### config.mk
export PLATFORM = sky130hd
export DESIGN_NAME = button_event_controller
export DESIGN_NICKNAME = d
export VERILOG_FILES = /design/src/rtl/button_event_controller.sv
export SDC_FILE = /design/constraint.sdc
export NUM_CORES = 1
export LEC_CHECK = 0
export CAP_MARGIN = 15
export CORE_MARGIN = 8
export CORE_UTILIZATION = 63
export CTS_CLUSTER_DIAMETER = 150
export DETAILED_ROUTE_END_ITERATION = 8
export GPL_ROUTABILITY_DRIVEN = 0
export PLACE_DENSITY = 0.8
export SETUP_SLACK_MARGIN = 0.05
export SLEW_MARGIN = 20
export SYNTH_ARGS = -nofsm -noshare
export SYNTH_HDL_FRONTEND = slang
export SYNTH_SLANG_ARGS = --single-unit
### constraint.sdc
create_clock -name clk -period 3.37 [get_ports clk]
set_input_delay 0.337 -clock clk [delete_from_list [all_inputs] [get_ports clk]]
set_output_delay 0.337 -clock clk [all_outputs]
set_load 0.03 [all_outputs]
### src/rtl/button_event_controller.sv
// button_event_controller: debounced short/long press classifier feeding a fixed-priority event FIFO
module button_event_controller #(
   parameter int NUM_BUTTONS     = 4,
   parameter int DEBOUNCE_CYCLES = 10000,
   parameter int LONG_CYCLES     = 2000000,
   parameter int FIFO_DEPTH      = 4
) (
   input  logic                   clk,
   input  logic                   reset,
   input  logic [NUM_BUTTONS-1:0] buttons_n,
   output logic [NUM_BUTTONS-1:0] press_pulse,
   output logic                   event_valid,
   output logic [3:0]             event_data,
   input  logic                   event_ready,
   output logic                   overflow
);
   localparam int MAXC = DEBOUNCE_CYCLES > LONG_CYCLES ? DEBOUNCE_CYCLES : LONG_CYCLES;
   localparam int CW = $clog2(MAXC) + 1;
   localparam int AW = $clog2(FIFO_DEPTH);
   localparam int NW = AW + 1;
   localparam logic [CW-1:0] REL_LAST = CW'(DEBOUNCE_CYCLES - 1);
   localparam logic [CW-1:0] HOLD_LAST = CW'(LONG_CYCLES - 2);
   typedef enum logic [1:0] {WAIT_REL, ARMED, HELD} state_t;

   logic [NUM_BUTTONS-1:0] raise, rtype, pulse, pending, ptype, clr, accept;
   logic [3:0] mem [FIFO_DEPTH];
   logic [AW-1:0] wptr, rptr;
   logic [NW-1:0] count;
   logic [2:0] sel;
   logic sel_type, push, pop;

   for (genvar i = 0; i < NUM_BUTTONS; i++) begin : g_btn
      state_t state, state_d;
      logic [CW-1:0] rel_cnt, rel_d, hold_cnt, hold_d;
      logic pressed, raise_d, long_d, pulse_d;
      assign pressed = ~buttons_n[i];
      always_ff @(posedge clk)
         if (reset) begin
            state    <= WAIT_REL;
            rel_cnt  <= '0;
            hold_cnt <= '0;
         end else begin
            state    <= state_d;
            rel_cnt  <= rel_d;
            hold_cnt <= hold_d;
         end
      // the long threshold fires on the LONG_CYCLES-th pressed sample, when hold_cnt would become LONG_CYCLES-1
      always_comb begin
         state_d = state;
         rel_d   = rel_cnt;
         hold_d  = hold_cnt;
         raise_d = 1'b0;
         long_d  = 1'b0;
         pulse_d = 1'b0;
         case (state)
            WAIT_REL: begin
               rel_d = pressed ? '0 : (rel_cnt == '1 ? rel_cnt : rel_cnt + CW'(1));
               if (!pressed && rel_cnt == REL_LAST) state_d = ARMED;
            end
            ARMED: if (pressed) begin
               state_d = HELD;
               hold_d  = '0;
               pulse_d = 1'b1;
            end
            HELD: if (!pressed) begin
               state_d = WAIT_REL;
               rel_d   = CW'(1);
               raise_d = 1'b1;
            end else if (hold_cnt == HOLD_LAST) begin
               state_d = WAIT_REL;
               rel_d   = '0;
               raise_d = 1'b1;
               long_d  = 1'b1;
            end else begin
               hold_d = hold_cnt == '1 ? hold_cnt : hold_cnt + CW'(1);
            end
            default: state_d = WAIT_REL;
         endcase
      end
      assign raise[i] = raise_d;
      assign rtype[i] = long_d;
      assign pulse[i] = pulse_d;
   end

   always_comb begin
      sel      = '0;
      sel_type = 1'b0;
      for (int k = NUM_BUTTONS - 1; k >= 0; k--)
         if (pending[k]) begin
            sel      = 3'(k);
            sel_type = ptype[k];
         end
      pop    = event_valid && event_ready;
      push   = |pending && (count != NW'(FIFO_DEPTH) || pop);
      clr    = push ? NUM_BUTTONS'(1) << sel : '0;
      accept = raise & ~pending;
   end

   always_ff @(posedge clk)
      if (reset) begin
         pending     <= '0;
         ptype       <= '0;
         press_pulse <= '0;
         overflow    <= 1'b0;
         wptr        <= '0;
         rptr        <= '0;
         count       <= '0;
      end else begin
         pending     <= (pending & ~clr) | accept;
         ptype       <= (ptype & ~accept) | (rtype & accept);
         press_pulse <= pulse;
         overflow    <= overflow | (|(raise & pending));
         if (push) wptr <= wptr + AW'(1);
         if (pop) rptr <= rptr + AW'(1);
         count       <= count + NW'(push) - NW'(pop);
      end

   always_ff @(posedge clk)
      if (push) mem[wptr] <= {sel_type, sel};

   assign event_valid = count != '0;
   assign event_data  = event_valid ? mem[rptr] : 4'd0;
endmodule

==> impl_metrics.json, run 1 <==
{
  "synth-main-ff-cell": "dfxtp_1",
  "drive_gt1_share_pct": 5.66,
  "fin_area_um2": 12500,
  "clock_sinks": 218,
  "power_frac_clock_pct": 44.4,
  "power_density_nw_per_um2": 449,
  "antenna_found_initial": 0,
  "cts-htree-levels": 1,
  "fmax_ghz": 0.350,
  "multiInputGateArea_um2": 6550,
  "rsz0062_at_grt": "false",
  "post_cts_resized": 0,
  "holdWs_ps": 211,
  "startpoint_type": "flip-flop",
  "num_vias": 11000,
  "vias_per_cell": 6.60,
  "clk_pin_slew_worst_paths_ps": 60,
  "hold_path.startpoint": "reset",
  "startpoint": "g_btn[0].rel_cnt[0]",
  "drt_wl_total_um": 27600,
  "finalMaxSlewViolations": 0,
  "cts_made_buffers": 24,
  "dp_slack_ps": 488,
  "fillers": 1477,
  "synth_edf_count": 12,
  "syn-num-nets": 1456,
  "post-route-drc-count": 0,
  "first_pass_iters": 5,
  "peakVddDrop_mv": 0.444,
  "sw_frac_of_total_pct": 23.4,
  "grt_pass1_wl_um": 47000,
  "min_period_ps": 2850,
  "p_seq_share_pct": 47.8,
  "coreArea_um2": 17900,
  "fin_skew_ps": 10.3,
  "fin_setup_tns_ps": 0,
  "path_max_fanout": 15,
  "fp.dieH_um": 151,
  "p_switching_uw": 1310,
  "worstPathArrival_ps": 3290,
  "power_frac_comb_pct": 7.8,
  "rows": 49,
  "p_int_uw": 4280,
  "clk_latency_ps": 510,
  "yosysSeqAreaShare_pct": 39.2,
  "antennaDiodeCount": 0,
  "mostFrequentLayoutCell": "dfxtp_1",
  "synthToLayoutAreaGrowth_pct": 8.85,
  "overflow": 0,
  "hpwl_um": 18700,
  "grt_usage_pct": 23.9,
  "mostFrequentLayoutCells": "206 x dfxtp_1, 136 x nor2_1, 135 x o21ai_0",
  "grt_pass1_vias": 10000,
  "post_cts_buffers": 0,
  "drt-initial-drc-count": 732,
  "die_x_um": 151,
  "drtAntennaViolNets": 0,
  "num_io_pins": 17,
  "cts_tree": "yes",
  "cts_buffer_depth": 3,
  "hold_buffers": 0,
  "clockRootBuffer": "clkbuf_16",
  "p_leak_uw": 0.00404,
  "placed_cell_area_um2": 11700,
  "relSlewSlack_pct": 36.4,
  "ys_async_sr_fraction_pct": 0,
  "reg2reg_from": "g_btn[0].rel_cnt[0]",
  "grt_max_degree": 64,
  "tightest_slew_ps": 950,
  "start_util_pct": 63.9,
  "seq_area_um2": 4480,
  "wire_per_inst_um": 16.6,
  "yosysWarningCount": 0,
  "synthCells": 1430,
  "yosysUniqueCellTypes": 82,
  "status": "complete, no violations",
  "avgSynthCellArea_um2": 8.00,
  "hold_path.class": "in -> reg",
  "hold_viol_final": 0,
  "synth_area_um2": 11400,
  "critical_path_class": "reg -> reg",
  "setup-violations-final": 0,
  "fin_crit_sh_pct": 84.7,
  "critPathRequiredTime_ps": 3810,
  "synth-seq-cells": 218,
  "critPathCaptureType": "flip-flop",
  "numPortBuffers": 15,
  "setup_slack_ps": 516,
  "die_area_um2": 22700,
  "max_cap_violations": 0,
  "fin_nets": 1442
}
-- power by group through the flow --
stage / clock, uW / sequential [uW] / combinational [uW]
2_1_floorplan: 0 / 2720 / 304
5_1_grt: 2620 / 2680 / 478
3_3_place_gp: 0 / 2730 / 415
4_1_cts: 2520 / 2670 / 437
3_5_place_dp: 0 / 2730 / 432
6_report: 2480 / 2670 / 435
-- final cells by class --
type                       count  share of cell area (%)
timing repair buffer          35                    2.39
multi-input combinational   1110                    52.6
clock inverter                 2                  0.0803
tap                          229                    2.30
sequential                   218                    36.0
clock buffer                  39                    5.84
inverter                      27                   0.813
-- sequential cells by signal, summed over array words and instances, names as in the netlist, named ones only --
register	flops
g_btn.hold_cnt	88
g_btn.rel_cnt	88
mem	12
g_btn.state	8
pending	4
press_pulse	4
count	3
rptr	2
wptr	2
overflow	1
-- worst paths after layout --
check / slack, ps / to / depth (start not counted)
setup / recovery: 520 / g_btn[0].rel_cnt[19] / 7
hold / removal: 210 / g_btn[3].hold_cnt[14] / 2
setup reg to reg: 520 / g_btn[0].rel_cnt[19] / 7
hold reg to reg: 470 / g_btn[3].hold_cnt[6] / 2
-- worst max-delay path, stage by stage, from the launching register on --
cell and delay (ps):
dfxtp_1 390, ha_1 220, nand3_1 200, or4_1 710
o31ai_4 460, a21o_1 480, o21ai_0 170, o21ai_0 150
-- stage by stage --
stage	std cells	power [uW]	util (%)
global placement	1619	3140	65.4
floorplan	1430	3020	-
global route	1660	5780	69.6
CTS	1660	5630	69.6
detailed placement	1619	3160	65.4
finish	1660	5590	69.6
-- synth_stat cells (all sizes together), types with 9 or more instances --
| cell | number | area (um2) |
|---|---|---|
| dfxtp | 206 | 4120 |
| o21ai | 138 | 698 |
| nor2 | 137 | 517 |
| nand2 | 123 | 464 |
| a21oi | 98 | 505 |
| nand3 | 79 | 395 |
| clkbuf | 59 | 223 |
| a31oi | 54 | 338 |
| nor3 | 53 | 265 |
| nand4 | 47 | 294 |
| and3 | 38 | 238 |
| o31ai | 29 | 231 |
| nor4 | 28 | 175 |
| inv | 26 | 97.6 |
| and2 | 23 | 144 |
| ha | 18 | 225 |
| o211ai | 18 | 145 |
| a311oi | 17 | 149 |
| a41oi | 17 | 149 |
| buf | 16 | 93.8 |
| nand2b | 16 | 100 |
| nor2b | 15 | 93.8 |
| o41ai | 14 | 130 |
| and4 | 13 | 114 |
| or3 | 13 | 81.3 |
| a211oi | 12 | 90.1 |
| edfxtp | 12 | 360 |
| nand4b | 10 | 87.6 |
| or4 | 9 | 71.3 |
-- metal layers --
| metal | part of all wire [%] | up-vias | track usage, % | wire (um) |
|---|---|---|---|---|
| met1 | 46 | 5209 | 31.8 | 12600 |
| met2 | 48 | 311 | 40.1 | 13200 |
| met4 | 1.5 | 0 | 5.94 | 414 |
| met5 | 0 | - | 0 | 0 |
| li1 | - | 5410 | - | - |
| met3 | 5.3 | 33 | 3.14 | 1460 |
-- kinds of logic after synthesis --
kind of cell | after synthesis | share of synthesized area [%]
other | 1 | 0.0328
adders and majority gates | 19 | 2.14
AOI/OAI and AO/OA | 443 | 24.8
buffers and inverters | 102 | 3.65
muxes | 9 | 1.13
and+or+nand+nor | 632 | 28.6
DFF | 218 | 39.2
xor gates and xnor gates | 6 | 0.459
(Power assumes the default switching activity.)
==> run 2, diff against run 1 <==
==> constraint.sdc (replaced) <==
create_clock -name clk -period 2.68 [get_ports clk]
set_input_delay 0.268 -clock clk [delete_from_list [all_inputs] [get_ports clk]]
set_output_delay 0.268 -clock clk [all_outputs]
set_load 0.03 [all_outputs]
==> run 2 against run 1 <==
Routed wire length up 1.5%. Sequential power up 26%. First-iteration DRC count down 4.1%. Cell area up 2.6%. Total power up 26%. Register-to-register slack worse by 340 ps. Global-route usage up 0.28 points. Clock-buffer cell count unchanged. Cell count up 2.5%. Utilization up 1.8 points. Critical path type is now reg -> out.
==> impl_metrics.json, run 2 (synthesis results as in run 1) <==
{
  "fin_skew_ps": 10.7,
  "tightest_slew_ps": 996,
  "setup-violations-final": 0,
  "grt_max_degree": 67,
  "crit_path_end": "event_data[1]",
  "start_util_pct": 63.9,
  "sw_frac_of_total_pct": 23.3,
  "first_pass_iters": 5,
  "p_int_uw": 5410,
  "cts_tree": "yes",
  "holdWs_ps": 12.6,
  "cp.depth": 3,
  "hold_path.class": "in -> reg",
  "status": "complete, no violations",
  "critPathBufInv": 1,
  "hold_viol_final": 0,
  "p_seq_share_pct": 47.8,
  "drt-initial-drc-count": 702,
  "antenna_found_initial": 0,
  "p_switching_uw": 1640,
  "rr_worst_depth": 6,
  "grt_pass1_vias": 10100,
  "finalMaxSlewViolations": 0,
  "drive_gt1_share_pct": 8.49,
  "fp.dieH_um": 151,
  "overflow": 0,
  "grt_pass1_wl_um": 47300,
  "p_leak_uw": 0.00423,
  "post_cts_buffers": 0,
  "critPathRequiredTime_ps": 2410,
  "critPathCaptureType": "primary output",
  "max_cap_violations": 0,
  "drt_wl_total_um": 28000,
  "worstPathArrival_ps": 2270,
  "clock_sinks": 218,
  "reg2reg_slack_ps": 180,
  "antennaDiodeCount": 0,
  "power_density_nw_per_um2": 551,
  "clk_latency_ps": 510,
  "fin_nets": 1480,
  "hpwl_um": 19100,
  "path_max_fanout": 3,
  "post-route-drc-count": 0,
  "fin_crit_sh_pct": 94.7,
  "die_x_um": 151,
  "mostFrequentLayoutCell": "dfxtp_1",
  "dp_slack_ps": 111,
  "wire_per_inst_um": 16.5,
  "fillers": 1458,
  "reg_top3": "g_btn.hold_cnt x88, g_btn.rel_cnt x88, mem x12",
  "critPathMaxStageDelay_ps": 600,
  "cts-htree-levels": 1,
  "power_frac_clock_pct": 44.4,
  "timing.rr.end": "g_btn[0].rel_cnt[15]",
  "rsz0062_at_grt": "false",
  "critical_path_class": "reg -> out",
  "die_area_um2": 22700,
  "cts_buffer_depth": 3,
  "cts_made_buffers": 24,
  "vias_per_cell": 6.53,
  "numPortBuffers": 15,
  "clk_pin_slew_worst_paths_ps": 60,
  "fmax_ghz": 0.394,
  "power_frac_comb_pct": 7.9,
  "drtAntennaViolNets": 0,
  "clockRootBuffer": "clkbuf_16",
  "peakVddDrop_mv": 0.507,
  "reg2reg_from": "g_btn[0].hold_cnt[10]",
  "min_period_ps": 2540,
  "relSlewSlack_pct": 33.3,
  "slowest_stage": "clkdlybuf4s50_1",
  "rows": 49,
  "startpoint_type": "flip-flop",
  "fin_setup_tns_ps": 0,
  "synthToLayoutAreaGrowth_pct": 11.7,
  "coreArea_um2": 17900,
  "num_io_pins": 17,
  "num_vias": 11100,
  "crit_chain": "mux4_2 -> and2_1 -> clkdlybuf4s50_1",
  "setup_slack_ps": 143,
  "grt_usage_pct": 24.1,
  "mostFrequentLayoutCells": "206 x dfxtp_1, 135 x nor2_1, 135 x o21ai_0",
  "crit_family": "buffers and inverters"
}
[run 2: timing repair]
| action | in CTS | in global routing |
|---|---|---|
| hold buffers | 0 | 0 |
| hold endpoints to repair | 0 | 0 |
| resized for setup | 0 | 5 |
| endpoints found under the setup margin | 0 | 40 |
[run 2: cell type report]
class	count	area, um2	area share, %
Clock buffer	39	729	5.71
Multi-Input combinational cell	1110	6570	51.4
Inverter	27	101	0.793
Sequential cell	218	4480	35.1
Timing Repair Buffer	73	583	4.56
Tap cell	229	287	2.24
Clock inverter	5	25.0	0.196
[run 2: metrics by stage]
| stage | power, uW | area, um2 | cells | util (%) |
|---|---|---|---|---|
| 2_1_floorplan | 3800 | 11400 | 1430 | - |
| 3_3_place_gp | 3970 | 12000 | 1657 | 67.0 |
| 3_5_place_dp | 3980 | 12000 | 1657 | 67.0 |
| 4_1_cts | 7100 | 12800 | 1701 | 71.2 |
| 5_1_grt | 7310 | 12800 | 1701 | 71.4 |
| 6_report | 7050 | 12800 | 1701 | 71.4 |
[run 2: power by group through the flow]
stage / clock (uW) / combinational (uW) / sequential, uW
after global placement: 0 / 538 / 3430
after CTS: 3180 / 557 / 3360
after floorplan: 0 / 382 / 3420
after detailed placement: 0 / 550 / 3430
after global routing: 3320 / 618 / 3370
final: 3130 / 554 / 3360
[run 2: worst min path at each step]
stage / start / to / slack (ps) / cells after the start
final: reset / g_btn[3].hold_cnt[14] / 10 / 2
after global routing: reset / g_btn[3].hold_cnt[14] / 10 / 2
after CTS: reset / g_btn[3].hold_cnt[14] / 0.2 / 2
after detailed placement: g_btn[3].rel_cnt[13] / g_btn[3].rel_cnt[13] / 460 / 1
after global placement: g_btn[3].hold_cnt[6] / g_btn[3].hold_cnt[6] / 450 / 2
after floorplan: g_btn[3].hold_cnt[6] / g_btn[3].hold_cnt[6] / 430 / 2
[run 2: routing by layer]
layer  track usage, %  up-vias  routed length (um)
met2             40.9      353               13400
met1             31.9     5217               12400
met4             6.28        0                 531
met3             3.05       50                1670
met5                0        -                   0
li1                 -     5491                   -
